[config.mk]
export PLATFORM = sky130hd
export DESIGN_NAME = vector_sequencer
export DESIGN_NICKNAME = d
export VERILOG_FILES = /design/src/rtl/vector_sequencer.sv
export SDC_FILE = /design/constraint.sdc
export NUM_CORES = 1
export LEC_CHECK = 0
export BUFFER_PORTS_ARGS = -buffer_cell sky130_fd_sc_hd__buf_2
export CORE_ASPECT_RATIO = 0.75
export CORE_UTILIZATION = 53
export CTS_BUF_LIST = sky130_fd_sc_hd__clkbuf_8
export CTS_CLUSTER_SIZE = 25
export DETAILED_ROUTE_END_ITERATION = 8
export HOLD_SLACK_MARGIN = 0.05
export PLACE_DENSITY_LB_ADDON = 0.08
export RECOVER_POWER = 25
export SETUP_SLACK_MARGIN = 0.3
export SYNTH_ARGS = -nofsm -noshare
export SYNTH_HDL_FRONTEND = slang
export SYNTH_SLANG_ARGS = --single-unit
[constraint.sdc]
create_clock -name clock -period 2.4 [get_ports clock]
set_input_delay 0 -clock clock [delete_from_list [all_inputs] [get_ports clock]]
set_output_delay 0 -clock clock [all_outputs]
set_load 0.01 [all_outputs]
[src/rtl/vector_sequencer.sv]
`default_nettype none
// ============================================================================
// Module      : vector_sequencer
// Description : LFSR-driven stimulus/checker for the (a+b) < (c-d) datapath;
//               holds each vector HOLD cycles, samples out, tallies mismatches.
// Revision    : 1.0 - initial release
// ============================================================================
module vector_sequencer #(
    parameter  int          NUM_VEC = 16,
    parameter  int          HOLD    = 2,
    parameter  logic [15:0] SEED    = 16'hACE1,
    localparam int          IW      = (NUM_VEC > 1) ? $clog2(NUM_VEC) : 1,
    localparam int          CW      = $clog2(NUM_VEC + 1)
) (
    input  logic          clock,
    input  logic          reset,
    input  logic          start,
    input  logic          out,
    output logic [3:0]    a,
    output logic [3:0]    b,
    output logic [3:0]    c,
    output logic [3:0]    d,
    output logic          busy,
    output logic          done,
    output logic          pass,
    output logic [CW-1:0] err_count,
    output logic [IW-1:0] vec_idx,
    output logic          fail_valid,
    output logic [IW-1:0] fail_idx
);

    localparam int          HW         = (HOLD > 1) ? $clog2(HOLD) : 1;
    localparam logic [15:0] c_SEED_EFF = (SEED == 16'h0000) ? 16'hACE1 : SEED;
    localparam logic [15:0] c_POLY     = 16'hB400;

    typedef enum logic [1:0] {
        S_IDLE  = 2'd0,
        S_DRIVE = 2'd1,
        S_CHECK = 2'd2,
        S_DONE  = 2'd3
    } state_t;

    state_t          state_q, state_d;
    logic [15:0]     lfsr_q, lfsr_d;
    logic [15:0]     ops_q, ops_d;
    logic [HW-1:0]   hold_q, hold_d;
    logic [IW-1:0]   vec_idx_q, vec_idx_d;
    logic [CW-1:0]   err_q, err_d;
    logic            fail_valid_q, fail_valid_d;
    logic [IW-1:0]   fail_idx_q, fail_idx_d;

    logic [15:0]     w_lfsr_adv;
    logic [3:0]      w_sum;
    logic [3:0]      w_diff;
    logic            w_exp;

    assign w_lfsr_adv = {1'b0, lfsr_q[15:1]} ^ (lfsr_q[0] ? c_POLY : 16'h0000);

    // Golden model works on the registered operands, i.e. exactly what the datapath sees.
    assign w_sum  = ops_q[15:12] + ops_q[11:8];
    assign w_diff = ops_q[7:4]   - ops_q[3:0];
    assign w_exp  = (w_sum < w_diff);

    always_comb begin
        state_d      = state_q;
        lfsr_d       = lfsr_q;
        hold_d       = hold_q;
        vec_idx_d    = vec_idx_q;
        err_d        = err_q;
        fail_valid_d = fail_valid_q;
        fail_idx_d   = fail_idx_q;
        case (state_q)
            S_IDLE, S_DONE: begin
                if (start) begin
                    state_d      = S_DRIVE;
                    lfsr_d       = c_SEED_EFF;
                    hold_d       = '0;
                    vec_idx_d    = '0;
                    err_d        = '0;
                    fail_valid_d = 1'b0;
                    fail_idx_d   = '0;
                end
            end
            S_DRIVE: begin
                if (hold_q == HW'(HOLD - 1)) begin
                    state_d = S_CHECK;
                end else begin
                    hold_d = hold_q + HW'(1);
                end
            end
            S_CHECK: begin
                if (out != w_exp) begin
                    err_d = err_q + CW'(1);
                    if (!fail_valid_q) begin
                        fail_valid_d = 1'b1;
                        fail_idx_d   = vec_idx_q;
                    end
                end
                if (vec_idx_q == IW'(NUM_VEC - 1)) begin
                    state_d = S_DONE;
                end else begin
                    state_d   = S_DRIVE;
                    lfsr_d    = w_lfsr_adv;
                    vec_idx_d = vec_idx_q + IW'(1);
                    hold_d    = '0;
                end
            end
            default: state_d = S_IDLE;
        endcase
        // Operands follow the next LFSR value so they change on the same edge as the state.
        ops_d = (state_d == S_DRIVE || state_d == S_CHECK) ? lfsr_d : 16'h0000;
    end

    always_ff @(posedge clock) begin
        if (reset) begin
            state_q      <= S_IDLE;
            lfsr_q       <= '0;
            ops_q        <= '0;
            hold_q       <= '0;
            vec_idx_q    <= '0;
            err_q        <= '0;
            fail_valid_q <= 1'b0;
            fail_idx_q   <= '0;
        end else begin
            state_q      <= state_d;
            lfsr_q       <= lfsr_d;
            ops_q        <= ops_d;
            hold_q       <= hold_d;
            vec_idx_q    <= vec_idx_d;
            err_q        <= err_d;
            fail_valid_q <= fail_valid_d;
            fail_idx_q   <= fail_idx_d;
        end
    end

    assign a          = ops_q[15:12];
    assign b          = ops_q[11:8];
    assign c          = ops_q[7:4];
    assign d          = ops_q[3:0];
    assign busy       = (state_q == S_DRIVE) || (state_q == S_CHECK);
    assign done       = (state_q == S_DONE);
    assign pass       = done && (err_q == '0);
    assign err_count  = err_q;
    assign vec_idx    = vec_idx_q;
    assign fail_valid = fail_valid_q;
    assign fail_idx   = fail_idx_q;

endmodule
`default_nettype wire

==> results of run 1 <==
-- cell families (layout without fill, tap and decap cells) --
family	Yosys count	in the layout	share of synthesized area, %
AOI/OAI and AO/OA	61	61	17.53
DFF	49	49	41.77
muxes	1	1	0.4262
buffers and inverters	28	67	5.008
xor gates and xnor gates	12	12	5.114
and+or+nand+nor	89	89	20.46
adders and majority gates	17	17	9.696
-- timing repair --
action | CTS | global route
endpoints found under the setup margin | 10 | 32
pin swaps | 4 | 0
gates resized for setup | 4 | 5
-- state kept, by name (all words and copies together), names as in the netlist --
register	flops
err_count	5
fail_idx	4
fail_valid	1
hold_q	1
lfsr_q	16
ops_q	16
state_q	2
vec_idx	4
-- worst register-to-register path, cell delays in order, from the launching register on --
cell	delay, ps
dfxtp_2	330
inv_2	60
ha_4	120
inv_2	40
fa_2	530
inv_2	50
ha_4	250
o21ai_2	50
a22oi_2	220
xnor2_2	100
buf_12	150
o21a_1	180
o32ai_1	200
-- through the flow --
stage,hold WS (ps),total power [mW]
4_1_cts,165.4,1.892
6_report,170.1,1.888
2_1_floorplan,189.7,1.255
3_5_place_dp,414.9,1.393
3_3_place_gp,412.9,1.381
5_1_grt,232.4,1.994
-- layer usage --
metal | global-route usage [%] | share of wire, %
met1 | 36.40 | 52
met2 | 34.04 | 41
met5 | 0 | 0
met3 | 6.107 | 5.8
met4 | 5.974 | 0.77
-- where the power goes --
| group | internal, mW | switching, mW |
|---|---|---|
| Clock | 0.207 | 0.289 |
| Sequential | 0.852 | 0.0314 |
| Combinational | 0.224 | 0.285 |
-- cells in the mapped netlist (2+ instances only) --
master    instances
dfxtp_1          49
nor2_1           20
inv_1            16
nand2_1          16
ha_1             15
a21oi_1          12
and2_1           10
a22oi_1           9
a31oi_1           9
o21ai_0           9
nor2b_1           8
nand3_1           7
nand4_1           7
and3b_1           6
clkbuf_1          6
a21o_1            5
xnor2_1           5
xor2_1            5
a211o_1           4
and3_1            3
nor3_1            3
fa_1              2
inv_2             2
nand2b_1          2
nor3_2            2
nor4_1            2
o211ai_1          2
o22ai_1           2
xnor2_2           2
-- layout make-up --
| cell class | instances | area share [%] |
|---|---|---|
| sequential | 49 | 35.35 |
| multi-input combinational | 180 | 48.44 |
| clock inverter | 3 | 0.7569 |
| inverter | 18 | 2.404 |
| tap | 55 | 2.449 |
| clock buffer | 5 | 2.449 |
| timing repair buffer | 41 | 8.148 |
-- final timing paths --
path                                 start  slack, ps  cells after the start      endpoint
worst max-delay path              ops_q[4]         40                     12  err_count[1]
worst max register to register    ops_q[4]         40                     12  err_count[1]
worst min register to register  vec_idx[1]        530                      2   fail_idx[1]
worst min-delay path                 start        170                      4    state_q[1]
==> run summary, run 1 <==
DIE HEIGHT: 59.65 microns
# hold bufs at CTS: 0
Placed Cells incl. Taps: 343
Post-Syn Instances: 257
Max IR drop VDD: 472.4 uV
NumNets Final: 316
Critical Path End Type: register
CP Data Arrival Time: 2580 ps
Area delta synth->final: 19.66%
Asr flop ratio synth: 0%
Number of DRC markers in iteration 0: 158
Setup WS pre-CTS: -3.674 ps
Max frequency: 0.4244 GHz
# fillers: 356
Relative slew slack: 53.66%
Commonest non-fill, non-tap cell in the layout: dfxtp_1
GP Congestion: 0.7888
Core area: 4154 sq um
Residual DRC: 0
First-pass DRT Iterations: 4
Worst Clk Skew: 6.270 ps
Htree depth: 2
Tmin final: 2356 ps
Slew @ Worst Pin: 695.1 ps
Worst-path cell chain: inv_2 -> ha_4 -> inv_2 -> fa_2 -> inv_2 -> ha_4 -> o21ai_2 -> a22oi_2 -> xnor2_2 -> buf_12 -> o21a_1 -> o32ai_1
CTS buffer count: 5
Fin Setup TNS: 0 ps
Post-Route Utilization: 67.65%
Total track usage: 24.07%
Synthesized Nets: 278
Layout cells sized above 1: 29.05%
EDFF count, synth: 0
Multi-input gate area: 1361 sq um
Share of the synthesized area in the top cell type: 41.77%
Critical Path Start Type: register
Final Slew Violations: 0
Delay-heaviest family, CP: adder cells
Largest cells by area after synthesis: dfxtp_1 42%, ha_1 8.0%, nor2_1 3.2%, a22oi_1 2.9%, and2_1 2.7%
Final setup slack of the worst path: 43.74 ps
Antenna diodes: 0
Seq. cell area: 993.5 sq um
Worst path slowest cell: fa_2
Die width: 78.87 microns
Largest net degree at the start of global routing: 41
Hold Path Class: in2reg
Worst Setup Path Type: reg2reg
First-pass GRT wire length: 8583 microns
Clock sink total: 49
Fin. Hold Viols: 0
CP bufs+invs: 4
Period utilization: 98.18%
Vias in the first global route: 1769
Post-CTS Setup Inserts: 0
Max-Cap Viols: 0
Post-route ant nets: 0
CTS clk-pin slew, worst paths: 100 ps
Crit path top cell by count: inv_2
Initial antenna violation count: 0
Area after DPL: 2669 sq um
IO Pins: 37
Post-DP HPWL: 3743 microns
Synth Area per Inst: 9.138 sq um
Top FF cell, synth: dfxtp_1
Required time worst endpoint: 2620 ps
Yosys warns: 0
Site Rows: 20
CP max stage delay: 530 ps
Area leader, netlist: dfxtp_1
Via Count: 1928
WL per Instance: 14.71 microns
Grt ovf: 0
Finished Layout Cells: 351
Max FO, Critical Path: 17
Vias/cell: 5.493
Static leakage: 1.212 nW
Synth cell types: 46
RSZ-0062 raised after global routing: true
Cell area after synthesis: 2349 sq um
Power density cells: 671.9 nW/um^2
Initial Utilization: 56.54%
Port bufs: 36
Finished Cell Area: 2810 sq um
#FFs+latches synth: 49
Seq/Total Area, Yosys: 41.77%
Clock tree buffer depth: 2
WL final: 5163 microns
CTS root buf: clkbuf_8
Clk_lat worst skew: 300 ps
Final setup viols: 0
Outcome: complete, no violations
Die area: 4704 sq um
Commonest non-fill, non-tap cells in the layout: 41 x dfxtp_1, 35 x buf_2, 20 x nor2_1, 16 x nand2_1, 12 x inv_1
CTS tree: done
Note: power is estimated with default switching activity, not from simulation.
==> run 2, diff against run 1 <==
--- a/config.mk
+++ b/config.mk
@@ -7,7 +7,7 @@
 export LEC_CHECK = 0
 export BUFFER_PORTS_ARGS = -buffer_cell sky130_fd_sc_hd__buf_2
 export CORE_ASPECT_RATIO = 0.75
-export CORE_UTILIZATION = 53
+export CORE_UTILIZATION = 55
 export CTS_BUF_LIST = sky130_fd_sc_hd__clkbuf_8
 export CTS_CLUSTER_SIZE = 25
 export DETAILED_ROUTE_END_ITERATION = 8
==> constraint.sdc (replaced) <==
create_clock -name clock -period 2.95 [get_ports clock]
set_input_delay 0 -clock clock [delete_from_list [all_inputs] [get_ports clock]]
set_output_delay 0 -clock clock [all_outputs]
set_load 0.01 [all_outputs]
==> run 2 against run 1 <==
Compared with the run above: die area shrank 3.5%; cell area shrank 4.3%; hold slack is essentially flat; fmax shrank 6.4%; combinational power shrank 32%; final cell count shrank 0.85%; setup slack gained 390 ps; clock power grew 12%; clock skew is essentially flat; utilization shrank 1.7 points; non-clock buffer count shrank 3.
==> run summary, run 2 (same netlist as run 1, synthesis figures left out) <==
Power density cells: 603.1 nW/um^2 (-10%)
CP Data Arrival Time: 2720 ps (+140 ps)
Max IR drop VDD: 387.6 uV (-18%)
IO Pins: 37 (unchanged)
CTS root buf: clkbuf_8
R2R Path End: err_count[0]
Core area: 4079 sq um (-1.8%)
R2R depth: 10 (-2)
Post-CTS Setup Inserts: 0 (unchanged)
Final hold slack: 170.5 ps (+0.4580 ps)
Max-Cap Viols: 0 (unchanged)
Commonest non-fill, non-tap cells in the layout: 49 x dfxtp_1, 20 x nor2_1, 19 x clkbuf_1, 17 x buf_2
Slew @ Worst Pin: 662.9 ps (-32.25 ps)
Residual DRC: 0 (unchanged)
Largest net degree at the start of global routing: 41 (unchanged)
Vias in the first global route: 1699 (-4.0%)
Fin. Hold Viols: 0 (unchanged)
Required time worst endpoint: 3160 ps (+540 ps)
Tmin final: 2517 ps (+161.1 ps)
Initial antenna violation count: 0 (unchanged)
CTS tree: done
RSZ-0062 raised after global routing: false
Final setup viols: 0 (unchanged)
GP Congestion: 0.8030 (+1.8%)
Layout cells sized above 1: 13.65% (-15 points)
First-pass GRT wire length: 7969 microns (-7.2%)
Final Slew Violations: 0 (unchanged)
# fillers: 363 (+2.0%)
First-pass DRT Iterations: 4 (unchanged)
# hold bufs at CTS: 0 (unchanged)
Area delta synth->final: 14.54%
Hold Path Class: in2reg
R2r startpoint: ops_q[12]
Number of DRC markers in iteration 0: 120 (-24%)
Clock sink total: 49 (unchanged)
Antenna diodes: 0 (unchanged)
Worst Clk Skew: 6.101 ps (-0.1689 ps)
Relative slew slack: 55.81% (+2.2 points)
WL per Instance: 13.89 microns (-5.6%)
CTS clk-pin slew, worst paths: 90 ps (about the same)
Die width: 77.46 microns (-1.8%)
Clk_lat worst skew: 290 ps (about the same)
Fin Setup TNS: 0 ps (unchanged)
Post-Route Utilization: 65.95% (-1.7 points)
Post-route ant nets: 0 (unchanged)
Final setup slack of the worst path: 432.7 ps (+388.9 ps)
Critical Path Start Type: register
Worst Setup Path Type: reg2reg
DIE HEIGHT: 58.59 microns (-1.8%)
Critical Path End Type: register
Endpoint of the worst hold path: state_q[1]
Clock tree buffer depth: 2 (unchanged)
Site Rows: 20 (unchanged)
Htree depth: 2 (unchanged)
Period utilization: 85.33% (-13 points)
Vias/cell: 5.517 (+0.44%)
Static leakage: 1.133 nW (-6.5%)
WL final: 4832 microns (-6.4%)
Initial Utilization: 57.58% (+1.0 points)
Via Count: 1920 (-0.41%)
CTS buffer count: 5 (unchanged)
Hold Crit Start: start
NumNets Final: 313 (-0.95%)
Total track usage: 22.61% (-1.5 points)
Grt ovf: 0 (unchanged)
Commonest non-fill, non-tap cell in the layout: dfxtp_1
Post-DP HPWL: 3554 microns (-5.1%)
Max FO, Critical Path: 17 (unchanged)
Outcome: complete, no violations
Die area: 4538 sq um (-3.5%)
Port bufs: 36 (unchanged)
Worst Hold Depth: 4 (unchanged)
Setup WS pre-CTS: 429.1 ps (+432.8 ps)
Reg2reg setup slack: 430 ps (+390 ps)
Max frequency: 0.3972 GHz (-6.4%)
==> run 2: changes by cell type in the layout (fill, tap and decap cells not counted), sizes merged <==
| cell | change |
|---|---|
| clkinvlp | -1 |
| inv | -1 |
| buf | -21 |
| clkbuf | +18 |
| bufinv | +2 |
==> run 2: critical path: stages, from the launching register on <==
cell and delay (ps):
dfxtp_1 330, ha_1 230, fa_1 380, xor2_1 180, ha_1 230, nor3_2 200, a22oi_2 120, xnor2_2 140
buf_4 190, o21a_1 190, a211oi_1 220
==> run 2: layout make-up <==
cell class              count  area, sq um  share of cell area [%]
multi-input cells         180         1267                   47.12
clock buffers               5        68.82                   2.558
inverters                  18        67.56                   2.512
repair buffers             38        171.4                   6.372
clock inverters             3        65.06                   2.419
flip-flops and latches     49        980.9                   36.47
well taps                  55        68.82                   2.558
==> run 2: worst max path at each step <==
| stage | startpoint | end | slack (ps) | depth (start not counted) |
|---|---|---|---|---|
| floorplan | ops_q[12] | err_count[0] | 530 | 10 |
| global placement | ops_q[13] | err_count[0] | 490 | 11 |
| detailed placement | ops_q[12] | err_count[0] | 430 | 10 |
| CTS | ops_q[4] | err_count[0] | 410 | 12 |
| global route | ops_q[13] | err_count[0] | 270 | 11 |
| finish | ops_q[12] | err_count[0] | 430 | 10 |
==> run 2: what timing repair did <==
action	in CTS	in global routing
endpoints found under the setup margin	0	10
gates resized for setup	0	5
hold endpoints to repair	0	0
==> run 2: metrics by stage <==
step	power, mW	instances	area (sq um)
after global placement	1.058	340	2562
final	1.622	348	2690
after global routing	1.709	348	2690
after CTS	1.618	348	2696
after floorplan	0.9946	257	2349
after detailed placement	1.063	340	2562
==> run 2: power by group <==
part / switching (mW) / internal [mW] / leakage, nW / total, mW
combinational: 0.215 / 0.132 / 0.667 / 0.346
clock: 0.222 / 0.337 / 0.0681 / 0.559
sequential: 0.0247 / 0.692 / 0.398 / 0.717
==> run 2: metal layers <==
| layer | track usage [%] | wire, microns | up-vias |
|---|---|---|---|
| met3 | 4.651 | 258 | 2 |
| li1 | - | - | 979 |
| met1 | 34.88 | 2546 | 896 |
| met2 | 31.98 | 2003 | 43 |
| met4 | 5.121 | 23 | 0 |
| met5 | 0 | 0 | - |
==> run 3, diff against run 2 <==
--- a/config.mk
+++ b/config.mk
@@ -6,7 +6,6 @@
 export NUM_CORES = 1
 export LEC_CHECK = 0
 export BUFFER_PORTS_ARGS = -buffer_cell sky130_fd_sc_hd__buf_2
-export CORE_ASPECT_RATIO = 0.75
 export CORE_UTILIZATION = 55
 export CTS_BUF_LIST = sky130_fd_sc_hd__clkbuf_8
 export CTS_CLUSTER_SIZE = 25
==> run 3 against run 2 <==
Compared with the run above: wire length hardly changed; critical path type unchanged; first-iteration DRC count is 25% higher; combinational power is 16% higher; die area hardly changed; final cell count is 1.7% lower; largest power group unchanged; clock power is 28% lower; utilization is 0.46 points lower; clock skew is 1.1 ps higher; total power is 6.4% lower; flip-flop and latch count stayed put; fmax is 0.67% lower.
==> run summary, run 3 (same netlist as run 1, synthesis figures left out) <==
Outcome: complete, no violations
Port bufs: 36 (unchanged)
Endpoint of the worst hold path: state_q[1]
IO Pins: 37 (unchanged)
Worst Setup Path Type: reg2reg
Comb power frac: 26.4% (+5.1 points)
Post-route ant nets: 0 (unchanged)
CTS root buf: clkbuf_8
Met1 Usage GRT: 30.97% (-3.9 points)
Initial antenna violation count: 0 (unchanged)
Residual DRC: 0 (unchanged)
Layout cells sized above 1: 13.36% (-0.30 points)
Fin. Hold Viols: 0 (unchanged)
RSZ-0062 raised after global routing: true
Number of DRC markers in iteration 0: 150 (+25%)
R2r startpoint: ops_q[4]
CTS buffer count: 5 (unchanged)
Reg2reg setup slack: 420 ps (-20 ps)
Grt ovf: 0 (unchanged)
Worst Hold Depth: 4 (unchanged)
Antenna diodes: 0 (unchanged)
GRT met2 Usage: 38.00% (+6.0 points)
R2R depth: 12 (+2)
Vias/cell: 5.652 (+2.4%)
Final setup viols: 0 (unchanged)
Grt peak-use layer: met2
WL final: 4834 microns (about the same)
Critical Path Start Type: register
Max FO, Critical Path: 17 (unchanged)
Core area: 4058 sq um (-0.52%)
CTS tree: done
Finished Cell Area: 2658 sq um (-1.2%)
DIE HEIGHT: 67.35 microns (+15%)
Setup WS pre-CTS: 202.1 ps (-227.0 ps)
Commonest non-fill, non-tap cell in the layout: dfxtp_1
Via Count: 1933 (+0.68%)
Period utilization: 85.91% (+0.57 points)
Max IR drop VDD: 419.4 uV (+8.2%)
WL per Instance: 14.13 microns (+1.8%)
Worst Clk Skew: 7.203 ps (+1.102 ps)
Slew @ Worst Pin: 678.6 ps (+15.71 ps)
Sw Share: 31.21% (+2.7 points)
Total track usage: 23.33% (+0.72 points)
Largest net degree at the start of global routing: 41 (unchanged)
GP Congestion: 0.8651 (+7.7%)
Area delta synth->final: 13.16%
Tmin final: 2534 ps (+16.91 ps)
Commonest non-fill, non-tap cells in the layout: 49 x dfxtp_1, 20 x nor2_1, 18 x buf_2, 18 x clkbuf_1
Fin Setup TNS: 0 ps (unchanged)
Clock sink total: 49 (unchanged)
Hold Crit Start: start
First-pass DRT Iterations: 4 (unchanged)
NumNets Final: 313 (unchanged)
Hold Path Class: in2reg
Htree depth: 2 (unchanged)
Die width: 67.35 microns (-13%)
Site Rows: 23 (+15%)
Static leakage: 1.114 nW (-1.7%)
Int Power: 1.045 mW (-10%)
Clock power share: 26.5% (-8.0 points)
Met3 usage: 5.574% (+0.92 points)
Required time worst endpoint: 3160 ps (about the same)
Max frequency: 0.3946 GHz (-0.67%)
Psw: 474.0 uW (+2.6%)
Power density cells: 571.4 nW/um^2 (-5.2%)
Vias in the first global route: 1778 (+4.6%)
CTS clk-pin slew, worst paths: 90 ps (about the same)
Area after DPL: 2549 sq um (-0.54%)
Clk_lat worst skew: 300 ps (about the same)
Relative slew slack: 54.76% (-1.0 points)
# hold bufs at CTS: 0 (unchanged)
Flop pwr share: 47.1% (+2.9 points)
CP Data Arrival Time: 2740 ps (+20 ps)
Die area: 4535 sq um (about the same)
R2R Path End: err_count[1]
Critical Path End Type: register
Final setup slack of the worst path: 415.8 ps (-16.91 ps)
Post-DP HPWL: 3396 microns (-4.4%)
Clock tree buffer depth: 2 (unchanged)
Max-Cap Viols: 0 (unchanged)
Final Slew Violations: 0 (unchanged)
First-pass GRT wire length: 7886 microns (-1.0%)
Initial Utilization: 57.88% (+0.30 points)
[run 3: worst max path at each step]
stage	from	to	depth (start not counted)
floorplan	ops_q[12]	err_count[0]	10
global placement	ops_q[13]	err_count[0]	10
detailed placement	ops_q[13]	err_count[0]	10
CTS	ops_q[13]	err_count[0]	10
global route	ops_q[13]	err_count[1]	11
finish	ops_q[4]	err_count[1]	12
[run 3: metal layers]
layer  vias to the layer above  wire length, microns
li1                        973                     -
met1                       903                  2345
met2                        51                  2214
met3                         6                   225
met4                         0                    48
met5                         -                     0
[run 3: worst max-delay path, stage by stage, from the launching register on]
cell	delay, ps
dfxtp_1	320
inv_1	50
ha_1	130
inv_1	60
fa_1	480
inv_1	50
ha_1	250
o21ai_0	100
a22oi_2	310
xnor2_4	120
buf_12	160
o21a_1	190
o32ai_1	230
[run 3: per-stage QoR]
stage	cells	util, %	hold WS (ps)	power, mW
2_1_floorplan	257	-	189.7	0.9946
3_3_place_gp	334	62.81	412.2	1.047
3_5_place_dp	334	62.81	412.2	1.052
4_1_cts	341	65.43	138.5	1.469
5_1_grt	342	65.49	184.4	1.600
6_report	342	65.49	134.2	1.519
[run 3: layout make-up]
type                       instances  area (sq um)
sequential                        49         980.9
multi-input combinational        180          1271
tap                               50         62.56
timing repair buffer              38         185.2
fill                             372          1400
inverter                          18         67.56
clock buffer                       6         82.58
clock inverter                     1         7.507
[run 3: power groups by stage]
stage / Combinational [mW] / Sequential [mW] / Clock [mW]
6_report: 0.400 / 0.716 / 0.403
5_1_grt: 0.438 / 0.720 / 0.442
4_1_cts: 0.345 / 0.716 / 0.408
3_5_place_dp: 0.320 / 0.731 / 0
3_3_place_gp: 0.316 / 0.731 / 0
2_1_floorplan: 0.263 / 0.732 / 0
[run 3: repair_timing]
item                       CTS  global route
cloned                       0             0
pin swaps                    0             1
resized for setup            2             4
buffers inserted             0             1
setup endpoints to repair   10            10
